$ cat src/rtl/gate_identifier.sv
// rtl/gate_identifier.sv - identifies which 2-input bitwise gate produced observed samples
module gate_identifier #(
    parameter int MAX_SAMPLES = 8
) (
    input  logic       clk,
    input  logic       reset_n,
    input  logic       start,
    input  logic       sample_valid,
    input  logic [3:0] a,
    input  logic [3:0] b,
    input  logic [3:0] y,
    output logic       sample_ready,
    output logic       done,
    output logic [2:0] gate_id,
    output logic [4:0] candidates,
    output logic       error,
    output logic [3:0] sample_count
);

    localparam logic [3:0] MAX_CNT = 4'(MAX_SAMPLES);
    localparam logic [2:0] GATE_NONE = 3'd7;

    typedef enum logic [1:0] {
        IDLE    = 2'd0,
        COLLECT = 2'd1,
        DONE    = 2'd2
    } state_t;

    state_t     state_q, state_d;
    logic [4:0] cand_q, cand_d;
    logic [3:0] count_q, count_d;
    logic [2:0] gate_q, gate_d;
    logic       err_q, err_d;

    logic [4:0] match;
    logic [4:0] new_mask;
    logic [3:0] new_count;
    logic       new_onehot;
    logic [2:0] new_idx;

    // Per-sample match vector: a gate survives only if all four result bits agree.
    always_comb begin
        match[0] = (y == (a & b));
        match[1] = (y == (a | b));
        match[2] = (y == (a ^ b));
        match[3] = (y == ~(a & b));
        match[4] = (y == ~(a | b));
    end

    // Candidate mask after accepting the current sample, and its single set bit if any.
    always_comb begin
        new_mask   = cand_q & match;
        new_count  = count_q + 4'd1;
        new_onehot = (new_mask != 5'd0) && ((new_mask & (new_mask - 5'd1)) == 5'd0);
        new_idx    = 3'd0;
        for (int i = 0; i < 5; i++) begin
            if (new_mask[i]) begin
                new_idx = 3'(i);
            end
        end
    end

    // Next-state and output logic; start always wins over a simultaneous sample.
    always_comb begin
        state_d      = state_q;
        cand_d       = cand_q;
        count_d      = count_q;
        gate_d       = gate_q;
        err_d        = err_q;
        sample_ready = 1'b0;
        done         = 1'b0;

        case (state_q)
            IDLE: begin
                if (start) begin
                    state_d = COLLECT;
                    cand_d  = 5'b11111;
                    count_d = 4'd0;
                    gate_d  = GATE_NONE;
                    err_d   = 1'b0;
                end
            end
            COLLECT: begin
                sample_ready = 1'b1;
                if (start) begin
                    cand_d  = 5'b11111;
                    count_d = 4'd0;
                    gate_d  = GATE_NONE;
                    err_d   = 1'b0;
                end else if (sample_valid) begin
                    cand_d  = new_mask;
                    count_d = new_count;
                    if (new_onehot) begin
                        state_d = DONE;
                        gate_d  = new_idx;
                        err_d   = 1'b0;
                    end else if (new_mask == 5'd0) begin
                        state_d = DONE;
                        gate_d  = GATE_NONE;
                        err_d   = 1'b1;
                    end else if (new_count >= MAX_CNT) begin
                        state_d = DONE;
                        gate_d  = GATE_NONE;
                        err_d   = 1'b0;
                    end
                end
            end
            DONE: begin
                done = 1'b1;
                if (start) begin
                    state_d = COLLECT;
                    cand_d  = 5'b11111;
                    count_d = 4'd0;
                    gate_d  = GATE_NONE;
                    err_d   = 1'b0;
                end
            end
            default: begin
                state_d = IDLE;
            end
        endcase
    end

    // State register with synchronous active-low reset taking priority over everything.
    always_ff @(posedge clk) begin
        if (!reset_n) begin
            state_q <= IDLE;
            cand_q  <= 5'b11111;
            count_q <= 4'd0;
            gate_q  <= GATE_NONE;
            err_q   <= 1'b0;
        end else begin
            state_q <= state_d;
            cand_q  <= cand_d;
            count_q <= count_d;
            gate_q  <= gate_d;
            err_q   <= err_d;
        end
    end

    assign candidates   = cand_q;
    assign sample_count = count_q;
    assign gate_id      = gate_q;
    assign error        = err_q;

endmodule
$ cat config.mk
export PLATFORM = sky130hd
export DESIGN_NAME = gate_identifier
export DESIGN_NICKNAME = d
export VERILOG_FILES = /design/src/rtl/gate_identifier.sv
export SDC_FILE = /design/constraint.sdc
export NUM_CORES = 1
export LEC_CHECK = 0
export BUFFER_PORTS_ARGS = -buffer_cell sky130_fd_sc_hd__buf_2
export CAP_MARGIN = 20
export CORE_MARGIN = 1
export CORE_UTILIZATION = 40
export CTS_BUF_LIST = sky130_fd_sc_hd__clkbuf_8
export DETAILED_ROUTE_END_ITERATION = 16
export GPL_TIMING_DRIVEN = 1
export PLACE_DENSITY = 0.75
export SYNTH_ARGS = -nofsm -noshare
export SYNTH_HDL_FRONTEND = slang
export SYNTH_SLANG_ARGS = --single-unit
export TNS_END_PERCENT = 1
$ cat constraint.sdc
create_clock -name clk -period 2 [get_ports clk]
set_input_delay 0.2 -clock clk [delete_from_list [all_inputs] [get_ports clk]]
set_output_delay 0.2 -clock clk [all_outputs]
set_load 0.05 [all_outputs]
# After elaboration in Yosys (flattened, before gate mapping)
# Index checks and enable logic that the tools add are counted.
dict set report totals {
  register_bits 15
  input_bits 16
  out_inout_bits 15
  wordCells 73
}
dict set report classes {
  addsub 2
  magnitude_cmp 1
  eq_ne 13
  muxes 35
  bitwise 7
  n_reduce_logical 10
}
# operator n
set op_table {}
lappend op_table {{3-bit two-way mux} 9}
lappend op_table {{4-bit equality test} 5}
lappend op_table {{5-bit two-way mux} 3}
lappend op_table {{2-bit two-way mux} 6}
lappend op_table {{4-bit two-way mux} 3}
lappend op_table {{5-bit AND} 2}
lappend op_table {{5-bit zero test} 2}
lappend op_table {{5-bit one-hot mux with 2 select lines} 1}
lappend op_table {{1-bit two-way mux} 9}
lappend op_table {{4-bit NOT} 2}
lappend op_table {{4-bit one-hot mux with 2 select lines} 1}
lappend op_table {{4-bit AND reduction} 2}
lappend op_table {{3-bit one-hot mux with 2 select lines} 1}
lappend op_table {{5-bit != test, second input constant} 1}
lappend op_table {{5-bit nonzero test} 1}
lappend op_table {{5-bit by 1-bit subtractor with 5-bit output, second input constant} 1}
lappend op_table {{4-bit by 1-bit adder with 4-bit output, second input constant} 1}
lappend op_table {{4-bit AND} 1}
lappend op_table {{4-bit >= comparator, second input constant} 1}
lappend op_table {{2-bit != test, second input constant} 2}
lappend op_table {{4-bit != test, second input constant} 1}
lappend op_table {{4-bit OR} 1}
lappend op_table {{2-bit one-hot mux with 2 select lines} 1}
lappend op_table {{4-bit bitwise XOR} 1}
lappend op_table {{10 further kinds} 10}

# Longest topological paths before layout
dict set report logic_depth {
  word_depth 12
  mapped_depth 10
  ltp_nobuf 9
}

# Worst setup path after synthesis
# Ideal clock, no wire load.
dict set report synth_timing {
  path_kind {register to register}
  startpoint {register cand_q[1] (netlist: candidates[1])}
  endpoint {register gate_q[2] (netlist: gate_id[2])}
  setup_ns 0.123
  t_arrival_ns 2.059
  t_required_ns 1.877
  setup_slack_ns -0.182
  stages_incl_launch_ff 8
  n_path_buf 1
  period_less_slack_ns 2.182
  cell_sequence {dfxtp_1 > nand4_1 > or2_1 > buf_6 > and2_4 > maj3_2 > o31a_1 > o32a_2}
}
dict set report synth_between {
  elab_chain_cells 9
  elab_cells_between_ends 14
  classes_between {add/sub (1); eq/ne (1); mux (5); bitwise (2); reduce/logical (5)}
}
# item line
set synth_lines {}
lappend synth_lines {{from (decl)} 30} ;# logic [4:0] cand_q, cand_d;
lappend synth_lines {{from (signal assigned)} 134} ;# cand_q <= cand_d;
lappend synth_lines {{5-bit AND *} 52} ;# new_mask = cand_q & match;
lappend synth_lines {{5-bit by 1-bit subtractor with 5-bit output} 54} ;# new_onehot = (new_mask != 5'd0) && ((new_mask & (new_mask - 5'd1)) == 5'd0);
lappend synth_lines {{5-bit AND} 54}
lappend synth_lines {{5-bit zero test} 54}
lappend synth_lines {{1-bit logical AND} 54}
lappend synth_lines {{3-bit two-way mux} 93} ;# if (new_onehot) begin
lappend synth_lines {{3-bit two-way mux} 90} ;# end else if (sample_valid) begin
lappend synth_lines {{3-bit two-way mux} 85} ;# if (start) begin
lappend synth_lines {{3-bit one-hot mux with 2 select lines} 73} ;# case (state_q)
lappend synth_lines {{to (signal assigned)} 136} ;# gate_q <= gate_d;
lappend synth_lines {{to (decl)} 32} ;# logic [2:0] gate_q, gate_d;
# Mark *: on every way between the ends. The rest lies on a longest branch, timed or not. The select of a mux whose other input is x is not followed.
# A chain may end at the register's enable or synchronous reset.

# Worst setup path in the final report
dict set report layout_timing {
  startpoint {input port b[3]}
  endpoint {register gate_q[2] (netlist: gate_id[2])}
}
dict set report layout_between {
  elab_chain_cells 12
  elab_cells_between_ends 26
  classes_between {add/sub (1); eq/ne (6); mux (7); bitwise (7); reduce/logical (5)}
}
# item line
set layout_lines {}
lappend layout_lines {{from (decl)} 10} ;# input logic [3:0] b,
lappend layout_lines {{4-bit AND / 4-bit OR (equally long branches)} n/a}
lappend layout_lines {{4-bit NOT, on equally long branches} {46, 47}}
lappend layout_lines {{4-bit equality test, on equally long branches} {46, 47}}
lappend layout_lines {{5-bit AND *} 52}
lappend layout_lines {{5-bit by 1-bit subtractor with 5-bit output} 54}
lappend layout_lines {{5-bit AND} 54}
lappend layout_lines {{5-bit zero test} 54}
lappend layout_lines {{1-bit logical AND} 54}
lappend layout_lines {{3-bit two-way mux} 93}
lappend layout_lines {{3-bit two-way mux} 90}
lappend layout_lines {{3-bit two-way mux} 85}
lappend layout_lines {{3-bit one-hot mux with 2 select lines} 73}
# Marks and branches as above.

==> flow_summary_export.csv <==
group,metric,value,unit
run_status,status,"finished clean",
cts,cts_hold_buf,0,
finish,final_area,0.00142,mm²
floorplanning,core_area,0.00248,mm²
setup_path,r2r.worst_path.cells,6,
hold_path,min-delay-start,"reset_n",
setup_path,critical_path.reg2reg.endpoint,"gate_id[2]$_SDFFE_PN1P_",
power,peakVddDrop,0.379,mV
place,gp_congestion,0.831,
power,power.total,0.000784,W
setup_path,cp.arrival,2.06,ns
drt,drt_wl_total,2340,µm
finish,layout_common_cells,"buf_2, nand2_1, dfxtp_1",
sta,slew_violations,0,
grt,grt_pass1_vias,967,
sta,finalSetupTns,0,ns
cts,clockBufferDepth,2,
place,dp_slack,-0.211,ns
yosys,syn_area_per_cell,7.85,µm²
yosys,syn_area,0.00105,mm²
setup_path,cp-end-kind,"register",
setup_path,required,2.13,ns
hold_path,hold_class,"in2reg",
grt,grt_pass1_wl,3860,µm
sta,fmax,520,MHz
grt,grt_util_all_layers,19.0,%
cts,numCtsBuffers,3,
sta,rsz0062_at_grt,"no",
finish,n_antenna_cell,0,
floorplanning,die_area,0.00284,mm²
setup_path,r2r_start,"candidates[1]$_SDFFE_PN1P_",
power,pwr_density_cell,553,mW/mm²
finish,multi_input_area,756,µm²
sta,worst-slew-pin-transition,0.330,ns
drt,drc,0,
sta,period_needed,1.92,ns
setup_path,crit_type,"in2reg",
floorplanning,rows,18,
sta,setup_ws,0.0776,ns
hold_path,whs_path_depth,2,
sta,setup_violations,0,
floorplanning,start_util,42.5,%
yosys,ys_seq_elements,15,
finish,area.growth.synth_to_final,34.8,%
finish,final.fill_count,242,
sta,slew_headroom,78.0,%
yosys,synth_cell_type_count,30,
setup_path,r2r_slack,0.29,ns
drt,first_iter_violations,17,
finish,final_nets,199,
place,dp_hpwl,1870,µm
sta,finalHoldViolCount,0,
drt,drtAntennaViolNets,0,
grt,grt_max_degree,11,
cts,clkSlewWorstSetupHoldPaths,0.06,ns
place,place_area,0.00136,mm²
yosys,ys_seq_area_share,28.5,%
sta,finalCritPeriodShare,96.1,%
place,io_buffers,30,
hold_path,hold_path_end,"candidates[4]$_SDFFE_PN1P_",
place,dp.cells,199,
yosys,yosys_warnings,0,
cts,htreeDepth,1,
sta,skew,0.00113,ns
grt,gr-total-overflow,0,
drt,dr_total_vias,1042,
yosys,syn_nets,159,
yosys,postSynthCellCount,134,
floorplanning,die_h,53.3,µm
drt,viasPerCell,5.13,
cts,cts_tree,"built",
drt,wl_per_cell,11.5,µm
drt,drtPass1Iterations,4,
finish,final_common_cell,"buf_2",
cts,clock_sinks,15,
finish,seqCellArea,303,µm²
cts,cts-root-buf,"clkbuf_8",
floorplanning,die_w,53.3,µm
floorplanning,top_level_ports,31,
setup_path,cp_max_fo,3,
finish,drive_gt1_share,34.7,%
power,p_leak,0.639,nW
finish,final_cells,203,
setup_path,crit_path_start_kind,"input port",
cts,worstSkewPairLatency,0.25,ns
grt,antenna_found_initial,0,
flow_run,maxCapViolations,0,
## how the worst max path moves through the flow
stage          from                      end  slack (ns)  cells after the start
6_report       b[3]  gate_id[2]$_SDFFE_PN1P_        0.08                     10
5_1_grt        b[2]  gate_id[0]$_SDFFE_PN1P_        0.01                     10
4_1_cts        b[2]  gate_id[0]$_SDFFE_PN1P_        0.05                     10
3_5_place_dp   b[2]  gate_id[0]$_SDFFE_PN1P_       -0.21                     10
3_3_place_gp   b[2]  gate_id[2]$_SDFFE_PN1P_       -0.13                     10
2_1_floorplan  b[2]  gate_id[2]$_SDFFE_PN1P_       -0.01                     10
## cells in the mapped netlist
master | instances | area (µm²)
maj3_2 | 1 | 11.3
a21oi_1 | 8 | 40.0
ha_1 | 9 | 113
nand2b_1 | 4 | 25.0
o31a_1 | 2 | 17.5
nor3_1 | 3 | 15.0
inv_1 | 10 | 37.5
or2_1 | 1 | 6.26
and3_1 | 1 | 6.26
nand2_1 | 23 | 86.3
nor2b_1 | 5 | 31.3
a22oi_1 | 1 | 7.51
nor3b_1 | 1 | 7.51
xor2_1 | 11 | 96.3
and2_4 | 1 | 8.76
buf_6 | 1 | 11.3
o22a_1 | 2 | 17.5
nand4_1 | 2 | 12.5
o22ai_1 | 2 | 12.5
o32a_2 | 1 | 11.3
o21ai_0 | 3 | 15.0
o2111a_1 | 1 | 11.3
nand3_1 | 8 | 40.0
o31ai_1 | 1 | 7.51
dfxtp_1 | 15 | 300
and2_1 | 1 | 6.26
clkbuf_1 | 2 | 7.51
o211ai_1 | 2 | 15.0
xnor2_1 | 6 | 52.6
nor2_1 | 6 | 22.5
## state kept, by name, summed over array words and instances (netlist names)
name          cells
sample_count      4
error             1
state_q           2
candidates        5
gate_id           3
## metal layers
metal / vias to the layer above / GRT usage (%) / wire length (µm)
met3: 4 / 1.72 / 95
met1: 476 / 19.7 / 975
met2: 34 / 35.8 / 1210
li1: 528 / - / -
met5: - / 0 / 0
met4: 0 / 11.8 / 59
## area by class of cell
cell class | count | share of cell area (%)
timing repair buffer | 38 | 14.8
clock buffer | 3 | 2.91
inverter | 10 | 4.76
sequential | 15 | 21.3
multi-input combinational | 106 | 53.3
tap | 30 | 2.65
clock inverter | 1 | 0.265
## through the flow
stage / hold WS (ns) / util [%]
after floorplan: 0.372 / -
after global placement: 0.452 / 54.9
after detailed placement: 0.462 / 54.9
after CTS: 0.208 / 56.8
after global routing: 0.222 / 57.3
final: 0.212 / 57.3
## worst max-delay path, stage by stage
cell and delay (ns):
buf_2 0.13, inv_6 0.03, ha_4 0.14, xor2_1 0.24, nand4_1 0.12, or2_1 0.26
and2_4 0.14, maj3_2 0.32, o31a_1 0.27, o32a_2 0.19
## power by group
part / total (W) / switching, W / internal [W]
Clock: 0.000237 / 0.000102 / 0.000136
Combinational: 0.000227 / 0.000133 / 0.0000934
Sequential: 0.000320 / 0.0000109 / 0.000309
## cells by family (layout without fill, tap and decap cells)
logic type | Yosys count | count (layout) | synth area share (%)
AOI/OAI and AO/OA | 23 | 23 | 14.7
xor gates and xnor gates | 17 | 17 | 14.1
adders and majority gates | 10 | 10 | 11.8
buffers and inverters | 13 | 52 | 5.35
DFF | 15 | 15 | 28.5
and+or+nand+nor | 56 | 56 | 25.4
## timing repair
action / in CTS / in global routing
resized for setup: 0 / 3
setup endpoints to repair: 0 / 4
buffers inserted: 0 / 0
No activity file was read; power rests on OpenSTA's default activity.
